<file path="src/rtl/vlx_byte_combiner.sv">
// Merges single-byte stores into word writes through a combining buffer and word FIFO drained by a Wishbone classic master.
// Byte ack lands one cycle after accept; bytes stall while flush is pending or a needed FIFO push has no room.
module vlx_byte_combiner #(
    parameter int FIFO_DEPTH = 4
) (
    input  logic        clk_i,
    input  logic        rst_ni,
    input  logic        byte_stb_i,
    input  logic [31:0] byte_adr_i,
    input  logic [7:0]  byte_dat_i,
    output logic        byte_ack_o,
    input  logic        flush_i,
    output logic        busy_o,
    output logic        wb_cyc_o,
    output logic        wb_stb_o,
    output logic        wb_we_o,
    output logic [31:0] wb_adr_o,
    output logic [3:0]  wb_sel_o,
    output logic [31:0] wb_dat_o,
    input  logic        wb_ack_i
);

    localparam int AW = $clog2(FIFO_DEPTH);

    typedef struct packed {
        logic [29:0] wa;
        logic [3:0]  sel;
        logic [31:0] dat;
    } entry_t;

    typedef enum logic [1:0] {IDLE, WRITE, GAP} state_t;

    logic        buf_vld;
    logic [29:0] buf_wa;
    logic [3:0]  buf_sel;
    logic [31:0] buf_dat;
    logic        flush_pend;

    entry_t      mem [FIFO_DEPTH];
    logic [AW-1:0] wr_ptr;
    logic [AW-1:0] rd_ptr;
    logic [AW:0]   count;
    state_t      state;

    logic [3:0]  lane_bit;
    logic [31:0] lane_dat;
    logic        hit;
    logic        byte_req;
    logic        fifo_full;
    logic        pop;
    logic        space;
    logic        accept;
    logic        push;
    entry_t      push_entry;
    entry_t      head;

    // Big-endian lanes: address offset 0 lands in the top byte.
    assign lane_bit   = 4'b1000 >> byte_adr_i[1:0];
    assign lane_dat   = {byte_dat_i, 24'h0} >> {byte_adr_i[1:0], 3'b000};
    assign hit        = buf_vld && (byte_adr_i[31:2] == buf_wa) && ((buf_sel & lane_bit) == 4'h0);
    assign byte_req   = byte_stb_i && !byte_ack_o && !flush_pend;
    assign fifo_full  = (count == (AW+1)'(FIFO_DEPTH));
    assign pop        = (state == WRITE) && wb_ack_i;
    // A pop in the same cycle frees the slot the push needs.
    assign space      = !fifo_full || pop;
    assign accept     = byte_req && (!buf_vld || hit || space);
    assign push       = buf_vld && space && ((buf_sel == 4'hF) || flush_pend || (byte_req && !hit));
    assign push_entry = {buf_wa, buf_sel, buf_dat};
    assign head       = mem[rd_ptr];
    assign busy_o     = buf_vld || (count != '0) || (state != IDLE) || flush_pend;

    always_ff @(posedge clk_i or negedge rst_ni) begin
        if (!rst_ni) begin
            buf_vld    <= 1'b0;
            buf_wa     <= '0;
            buf_sel    <= '0;
            buf_dat    <= '0;
            flush_pend <= 1'b0;
            byte_ack_o <= 1'b0;
        end else begin
            byte_ack_o <= accept;
            if (accept) begin
                if (!buf_vld || push) begin
                    buf_vld <= 1'b1;
                    buf_wa  <= byte_adr_i[31:2];
                    buf_sel <= lane_bit;
                    buf_dat <= lane_dat;
                end else begin
                    buf_sel <= buf_sel | lane_bit;
                    buf_dat <= buf_dat | lane_dat;
                end
            end else if (push) begin
                buf_vld <= 1'b0;
            end
            if (flush_i) begin
                flush_pend <= 1'b1;
            end else if (flush_pend && (!buf_vld || push)) begin
                flush_pend <= 1'b0;
            end
        end
    end

    always_ff @(posedge clk_i) begin
        if (push) begin
            mem[wr_ptr] <= push_entry;
        end
    end

    always_ff @(posedge clk_i or negedge rst_ni) begin
        if (!rst_ni) begin
            wr_ptr <= '0;
            rd_ptr <= '0;
            count  <= '0;
        end else begin
            if (push) begin
                wr_ptr <= wr_ptr + 1'b1;
            end
            if (pop) begin
                rd_ptr <= rd_ptr + 1'b1;
            end
            case ({push, pop})
                2'b10:   count <= count + 1'b1;
                2'b01:   count <= count - 1'b1;
                default: count <= count;
            endcase
        end
    end

    // The head entry stays in the FIFO until acked, so the bus holds its own copy.
    always_ff @(posedge clk_i or negedge rst_ni) begin
        if (!rst_ni) begin
            state    <= IDLE;
            wb_cyc_o <= 1'b0;
            wb_stb_o <= 1'b0;
            wb_we_o  <= 1'b0;
            wb_adr_o <= '0;
            wb_sel_o <= '0;
            wb_dat_o <= '0;
        end else begin
            case (state)
                IDLE: begin
                    if (count != '0) begin
                        wb_cyc_o <= 1'b1;
                        wb_stb_o <= 1'b1;
                        wb_we_o  <= 1'b1;
                        wb_adr_o <= {head.wa, 2'b00};
                        wb_sel_o <= head.sel;
                        wb_dat_o <= head.dat;
                        state    <= WRITE;
                    end
                end
                WRITE: begin
                    if (wb_ack_i) begin
                        wb_cyc_o <= 1'b0;
                        wb_stb_o <= 1'b0;
                        wb_we_o  <= 1'b0;
                        state    <= GAP;
                    end
                end
                GAP:     state <= IDLE;
                default: state <= IDLE;
            endcase
        end
    end

endmodule

</file>
<file path="config.mk">
export PLATFORM = sky130hd
export DESIGN_NAME = vlx_byte_combiner
export DESIGN_NICKNAME = d
export VERILOG_FILES = /design/src/rtl/vlx_byte_combiner.sv
export SDC_FILE = /design/constraint.sdc
export NUM_CORES = 1
export LEC_CHECK = 0
export ABC_AREA = 1
export BUFFER_PORTS_ARGS = -buffer_cell sky130_fd_sc_hd__buf_2
export CAP_MARGIN = 30
export CORE_ASPECT_RATIO = 0.6
export CORE_UTILIZATION = 45
export DETAILED_ROUTE_END_ITERATION = 12
export PLACE_DENSITY = 0.59
export SLEW_MARGIN = 20
export SYNTH_ARGS = -nofsm -noshare
export SYNTH_HDL_FRONTEND = slang
export SYNTH_SLANG_ARGS = --single-unit
</file>
<file path="constraint.sdc">
create_clock -name clk_i -period 10.9 [get_ports clk_i]
set_clock_uncertainty 0.1 [all_clocks]
set_input_delay 1.635 -clock clk_i [delete_from_list [all_inputs] [get_ports clk_i]]
set_output_delay 1.635 -clock clk_i [all_outputs]
set_load 0.05 [all_outputs]
</file>
==> results of run 1 <==
metrics by stage:
step / setup WS (ps) / utilization [%]
detailed placement: 6090 / 48.5
global route: 6290 / 52.5
CTS: 6640 / 52.2
global placement: 6160 / 48.4
floorplan: 5200 / -
finish: 6570 / 52.5
final cells by class:
type,instances,area [µm²]
Fill cell,3058,16600
Tap cell,467,584
Inverter,65,249
Clock buffer,55,1160
Sequential cell,409,11600
Antenna cell,1,2.50
Timing Repair Buffer,132,787
Clock inverter,16,156
Multi-Input combinational cell,875,3880
Yosys cell counts:
cell type and n:
inv_2 1, a31oi_1 67, conb_1 1, edfxtp_1 264
nor2_1 362, nand2_2 2, a21oi_1 2, o21ai_0 141
buf_1 7, inv_1 63, buf_4 4, buf_2 5
dfrtp_1 145, nand3_1 37, xnor2_1 8, ha_1 5
nand3b_1 1, o22ai_1 1, buf_6 5, nand2_1 233
nand2_4 1, o21bai_1 1, xor2_1 6, clkbuf_1 54
clkinv_1 1, nand4_1 1, fa_1 1, nor3_1 1
nor3_2 2, a41oi_1 1
flip-flops by register name (all words and copies together) (netlist names):
register / cells
wb_we_o: 1
wr_ptr: 2
wb_sel_o: 4
buf_vld: 1
rd_ptr: 2
buf_dat: 32
wb_dat_o: 32
buf_sel: 4
flush_pend: 1
count: 3
buf_wa: 30
state: 2
wb_adr_o: 30
byte_ack_o: 1
mem: 264
logic make-up (layout without fill, tap and decap cells):
family,count (synthesis),after routing,synth area share (%)
flip-flops,409,409,72.3
XOR/XNOR,14,14,0.767
other,1,3,0.0235
adder cells (fa/ha/maj),6,6,0.517
AO/OA/AOI/OAI,213,213,7.24
AND/OR/NAND/NOR,640,640,15.5
buffers and inverters,140,268,3.65
final timing paths:
check	to	slack [ps]	cells after the start	start
min reg2reg	count[0]	410	1	count[0]
max in group asynchronous	wb_adr_o[3]	8400	3	rst_ni
min in group asynchronous	wb_dat_o[21]	1030	1	rst_ni
max	buf_dat[4]	6570	16	byte_adr_i[0]
min	count[0]	410	1	count[0]
max reg2reg	buf_dat[4]	7280	17	buf_wa[5]
power breakdown:
part           leakage, nW  switching [mW]  internal, mW
Combinational         2.57            1.47         0.523
Clock                0.647           0.570         0.814
Sequential            4.18           0.365          2.28
routing by layer:
layer	GRT usage, %	share of wire (%)	routed length (µm)	vias up
met3	3.67	4.8	1780	49
met1	32.8	50	18700	5024
met4	5.03	1.4	536	0
met2	30.5	44	16300	213
li1	-	-	-	4988
met5	0	0	0	-
==> qor.csv, run 1 <==
stage,metric,value,unit
worst_setup_path,CP Max Fanout,48,
flow_run,MaxCap Viol Count,0,
clock_network,CTS tree,built,
route,DRC,0,
synth,"top cells by area, synth","edfxtp_1 (50%), dfrtp_1 (23%), nor2_1 (8.5%)",
layout,"commonest non-fill, non-tap cell in the layout",nor2_1,
worst_setup_path,Setup Crit Path Kind,in2reg,
synth,syn avg cell area,11.2,µm²
die,die area,0.0363,mm²
layout,area delta synth->final,15.0,%
timing,Max Fclk,231,MHz
layout,layout cells sized above 1,13.3,%
clock_network,CTS buffer count,39,
timing,Finish-stage setup viols,0,
place,area post-placement,0.0170,mm²
die,IO Pins,118,
die,Chip Width,245,µm
clock_network,clk sink count,409,
place,HPWL after detailed placement,20.6,mm
grt,GRT Resource Usage Total,21.0,%
power_and_ir_drop,total leakage power,7.40,nW
grt,global route total overflow,0,
worst_setup_path,Worst path max stage delay,570,ps
timing,Hold WS,414,ps
timing,RSZ-0062 raised after global routing,no,
grt,largest net degree at the start of global routing,83,
die,Core Region,0.0350,mm²
synth,top cell type's share of synthesized area,49.6,%
worst_hold_path,Hold WC Path Type,reg2reg,
timing,max-slew violations,0,
place,GPL Wtd Cong,0.844,
clock_network,clk_lat worst skew,540,ps
synth,Mapped Area,0.0160,mm²
synth,"Seq/Total Area, Yosys",72.3,%
die,Initial Util,45.7,%
timing,Slew Limit Headroom,36.3,%
worst_setup_path,arrival time worst endpoint,4690,ps
timing,Tcrit/Tclk final,39.7,%
route,DR pass1 iterations,5,
die,die height,148,µm
worst_setup_path,buffers and inverters on the worst path,3,
worst_setup_path,crit-path cells,"buf_2, inv_1, nand2_1, nor2_1, nor2_1, nand3_1, nor2_1, nand3_1, nand2_1, nand2_1, nand2_4, nand2_2, nand2_2, buf_4, nand2_1, nand2_1",
route,DRT antenna net count,0,
place,placed cell count,1944,
run_status,status,"finished, final reports clean",
die,row count,53,
clock_network,postcts setup bufs,0,
clock_network,register clock-pin slew on the reported worst setup and hold paths,60,ps
synth,"area leader, netlist",edfxtp_1,
layout,"commonest cells after routing, fill and taps aside","nor2_1 (358), edfxtp_1 (264), nand2_1 (233)",
clock_network,hold_buf cts,0,
grt,vias in the first global route,9690,
route,initial DRC count,742,
clock_network,root cell of the clock tree,clkbuf_16,
power_and_ir_drop,total power,6.02,mW
power_and_ir_drop,"IR drop worst, VDD",0.164,mV
synth,#FFs+latches synth,409,
worst_setup_path,most frequent CP cell,nand2_1,
route,vias per cell,5.09,
clock_network,htree depth,2,
worst_setup_path,CP Data Required Time,11260,ps
worst_setup_path,Critical Path Start Type,input pin,
timing,Slew @ Worst Pin,956,ps
route,routed len/inst,18.4,µm
power_and_ir_drop,pwr dens,328,mW/mm²
worst_setup_path,CP endpoint kind,flop,
route,vias,10274,
grt,first-pass GRT wire length,58.0,mm
route,WL final,37.3,mm
layout,Finished Layout Cells,2020,
timing,min Tclk post-route,4330,ps
clock_network,# resized after CTS,0,
timing,final hold viol count,0,
layout,Final nets,1573,
layout,post-route cell area,0.0184,mm²
timing,total negative slack,0,ps
grt,antenna violations before repair,1,
synth,synth unique cells,30,
worst_setup_path,CP top delay family,simple AND/OR/NAND/NOR gates,
synth,Yosys warning total,0,
worst_setup_path,critical path's slowest cell,buf_4,
place,PortBufs,115,
synth,Post-Synthesis Cells,1423,
clock_network,clock buffer depth,3,
Note: power is estimated with default switching activity, not from simulation.
==> run 2: changes to the inputs <==
--- a/config.mk
+++ b/config.mk
@@ -11,7 +11,7 @@
 export CORE_ASPECT_RATIO = 0.6
 export CORE_UTILIZATION = 45
 export DETAILED_ROUTE_END_ITERATION = 12
-export PLACE_DENSITY = 0.59
+export PLACE_DENSITY = 0.62
 export SLEW_MARGIN = 20
 export SYNTH_ARGS = -nofsm -noshare
 export SYNTH_HDL_FRONTEND = slang
==> constraint.sdc (replaced) <==
create_clock -name clk_i -period 3.9 [get_ports clk_i]
set_clock_uncertainty 0.1 [all_clocks]
set_input_delay 0.585 -clock clk_i [delete_from_list [all_inputs] [get_ports clk_i]]
set_output_delay 0.585 -clock clk_i [all_outputs]
set_load 0.05 [all_outputs]
==> run 2 against run 1 <==
  * The run now ends with hold timing left
  * Cell count up 0.35%
  * Combinational power rose to 2.9 times the previous value
  * Cell area about the same
  * Sequential share of layout area about the same
  * Global-route usage down 0.081 points
  * Die area unchanged
  * Core utilization about the same
  * Sequential power rose to 2.8 times the previous value
  * Hold slack worse by 440 ps
  * Clock-buffer cell count unchanged
  * Flip-flop and latch count unchanged
  * Largest power group unchanged
==> qor.csv, run 2 (synthesized netlist as in run 1, its figures left out) <==
stage,metric,value,unit,change
grt,largest net degree at the start of global routing,69,,was 83
layout,largest registers,"mem x264, buf_dat x32, wb_dat_o x32",,unchanged
timing,Slew @ Worst Pin,927,ps,was 956 ps
grt,GRT Resource Usage Total,20.9,%,was 21.0%
timing,Max Fclk,355,MHz,
route,DRC,0,,unchanged
layout,Biggest register,mem,,unchanged
worst_setup_path,CP Max Fanout,9,,was 48
layout,"commonest non-fill, non-tap cell in the layout",nor2_1,,unchanged
die,die height,148,µm,unchanged
worst_setup_path,Critical Path Start Type,flop,,was input pin
power_and_ir_drop,total leakage power,7.40,nW,about the same
clock_network,# resized after CTS,0,,unchanged
clock_network,clock buffer depth,3,,unchanged
worst_setup_path,RR Endpoint,count[2],,was buf_dat[4]
route,initial DRC count,715,,was 742
power_and_ir_drop,"IR drop worst, VDD",0.385,mV,was 0.164 mV
worst_setup_path,CP top delay family,simple AND/OR/NAND/NOR gates,,unchanged
timing,Finish-stage setup viols,0,,unchanged
worst_setup_path,Reg2Reg Setup Slack,1090,ps,was 7280 ps
grt,antenna violations before repair,1,,unchanged
grt,global route total overflow,0,,unchanged
clock_network,hold_buf cts,0,,unchanged
worst_setup_path,critical path's slowest cell,dfrtp_1,,was buf_4
power_and_ir_drop,total power,16.8,mW,was 6.02 mW
worst_setup_path,Worst path max stage delay,500,ps,was 570 ps
worst_setup_path,buffers and inverters on the worst path,3,,unchanged
worst_setup_path,most frequent CP cell,nand2_1,,unchanged
worst_setup_path,Reg2Reg Depth,18,,was 17
clock_network,htree depth,2,,unchanged
place,area post-placement,0.0171,mm²,was 0.0170 mm²
clock_network,register clock-pin slew on the reported worst setup and hold paths,60,ps,about the same
die,IO Pins,118,,unchanged
run_status,status,"complete, but fails checks",,"was finished, final reports clean"
worst_setup_path,Setup Crit Path Kind,reg2reg,,was in2reg
clock_network,postcts setup bufs,0,,unchanged
clock_network,clk_lat worst skew,530,ps,was 540 ps
clock_network,clk sink count,409,,unchanged
flow_run,MaxCap Viol Count,0,,unchanged
worst_setup_path,crit-path cells,"inv_1, nand2_1, nand2_1, inv_1, nand2_1, nor2_1, nand2_1, nor2_1, nand3_1, nand2_1, nand2_1, nand2_4, ha_1, inv_1, fa_1, a21oi_1, o21ai_0, xor2_1",,"was buf_2, inv_1, nand2_1, nor2_1, nor2_1, nand3_1, nor2_1, nand3_1, nand2_1, nand2_1, nand2_4, nand2_2, nand2_2, buf_4, nand2_1, nand2_1"
power_and_ir_drop,pwr dens,914,mW/mm²,was 328 mW/mm²
route,vias per cell,5.08,,was 5.09
clock_network,CTS buffer count,39,,unchanged
timing,Tcrit/Tclk final,72.1,%,
worst_setup_path,arrival time worst endpoint,3120,ps,was 4690 ps
clock_network,root cell of the clock tree,clkbuf_16,,unchanged
place,GPL Wtd Cong,0.784,,was 0.844
worst_hold_path,Hold WC Path Type,in2async,,was reg2reg
layout,Final nets,1581,,"was 1,573"
timing,max-slew violations,0,,unchanged
timing,RSZ-0062 raised after global routing,no,,unchanged
layout,area delta synth->final,14.9,%,was 15.0%
layout,"commonest cells after routing, fill and taps aside","nor2_1 (358), edfxtp_1 (264), nand2_1 (233)",,unchanged
timing,Slew Limit Headroom,38.2,%,was 36.3%
route,vias,10291,,"was 10,274"
place,PortBufs,115,,unchanged
die,row count,53,,unchanged
layout,post-route cell area,0.0184,mm²,about the same
timing,final hold viol count,6,,was 0
die,Core Region,0.0350,mm²,unchanged
clock_network,CTS tree,built,,unchanged
layout,max FFs per register,264,,unchanged
timing,min Tclk post-route,2810,ps,
run_status,failing checks,hold timing,,
route,WL final,37.3,mm,about the same
layout,layout cells sized above 1,13.4,%,was 13.3%
timing,Hold WS,-30.9,ps,was 414 ps
worst_setup_path,Reg2Reg Launch Point,buf_wa[5],,unchanged
die,Chip Width,245,µm,unchanged
worst_setup_path,CP Data Required Time,4210,ps,"was 11,260 ps"
place,HPWL after detailed placement,21.3,mm,was 20.6 mm
grt,first-pass GRT wire length,58.2,mm,was 58.0 mm
route,DR pass1 iterations,5,,unchanged
route,routed len/inst,18.4,µm,about the same
die,Initial Util,45.7,%,unchanged
die,die area,0.0363,mm²,unchanged
route,DRT antenna net count,0,,unchanged
grt,vias in the first global route,10101,,"was 9,690"
worst_setup_path,CP endpoint kind,flop,,unchanged
layout,fin util,52.5,%,about the same
-- run 2: changes by cell type in the layout (fill, tap and decap cells not counted), sizes merged --
cell	delta
buf	+8
clkinv	-3
bufinv	+1
inv	+1
-- run 2: per-layer routing --
metal,track usage [%],wire length [µm]
met4,5.47,599
met1,31.6,18500
met3,3.70,1990
met2,31.4,16200
met5,0,0
-- run 2: power by group --
| part | total (mW) | switching (mW) | internal, mW |
|---|---|---|---|
| Clock | 3.77 | 1.58 | 2.19 |
| Combinational | 5.74 | 4.21 | 1.52 |
| Sequential | 7.29 | 0.919 | 6.38 |
| Total | 16.8 | 6.71 | 10.1 |
-- run 2: area by class of cell --
cell class                 count  area, µm²
tap                          467        584
multi-input combinational    875       3880
clock buffer                  55       1080
timing repair buffer         140        845
antenna                        1       2.50
fill                        3078      16600
sequential                   409      11600
inverter                      65        248
clock inverter                15        180
-- run 2: how the worst max path moves through the flow --
stage	from	end	slack, ps	depth (start not counted)
2_1_floorplan	byte_adr_i[0]	mem[0][0]	-750	11
3_3_place_gp	byte_adr_i[12]	count[2]	920	16
3_5_place_dp	byte_adr_i[12]	count[2]	870	16
4_1_cts	buf_wa[5]	count[2]	1080	18
5_1_grt	buf_wa[17]	count[2]	810	18
6_report	buf_wa[5]	count[2]	1090	18
-- run 2: stage by stage --
stage	TNS (ps)	hold slack (ps)	std cells	worst slack (ps)
after floorplan	-197640	189	1424	-749
final	0	-30.9	2027	1090
after global routing	0	23.6	2027	812
after global placement	0	387	1955	919
after detailed placement	0	400	1955	867
after CTS	0	3.26	2025	1080
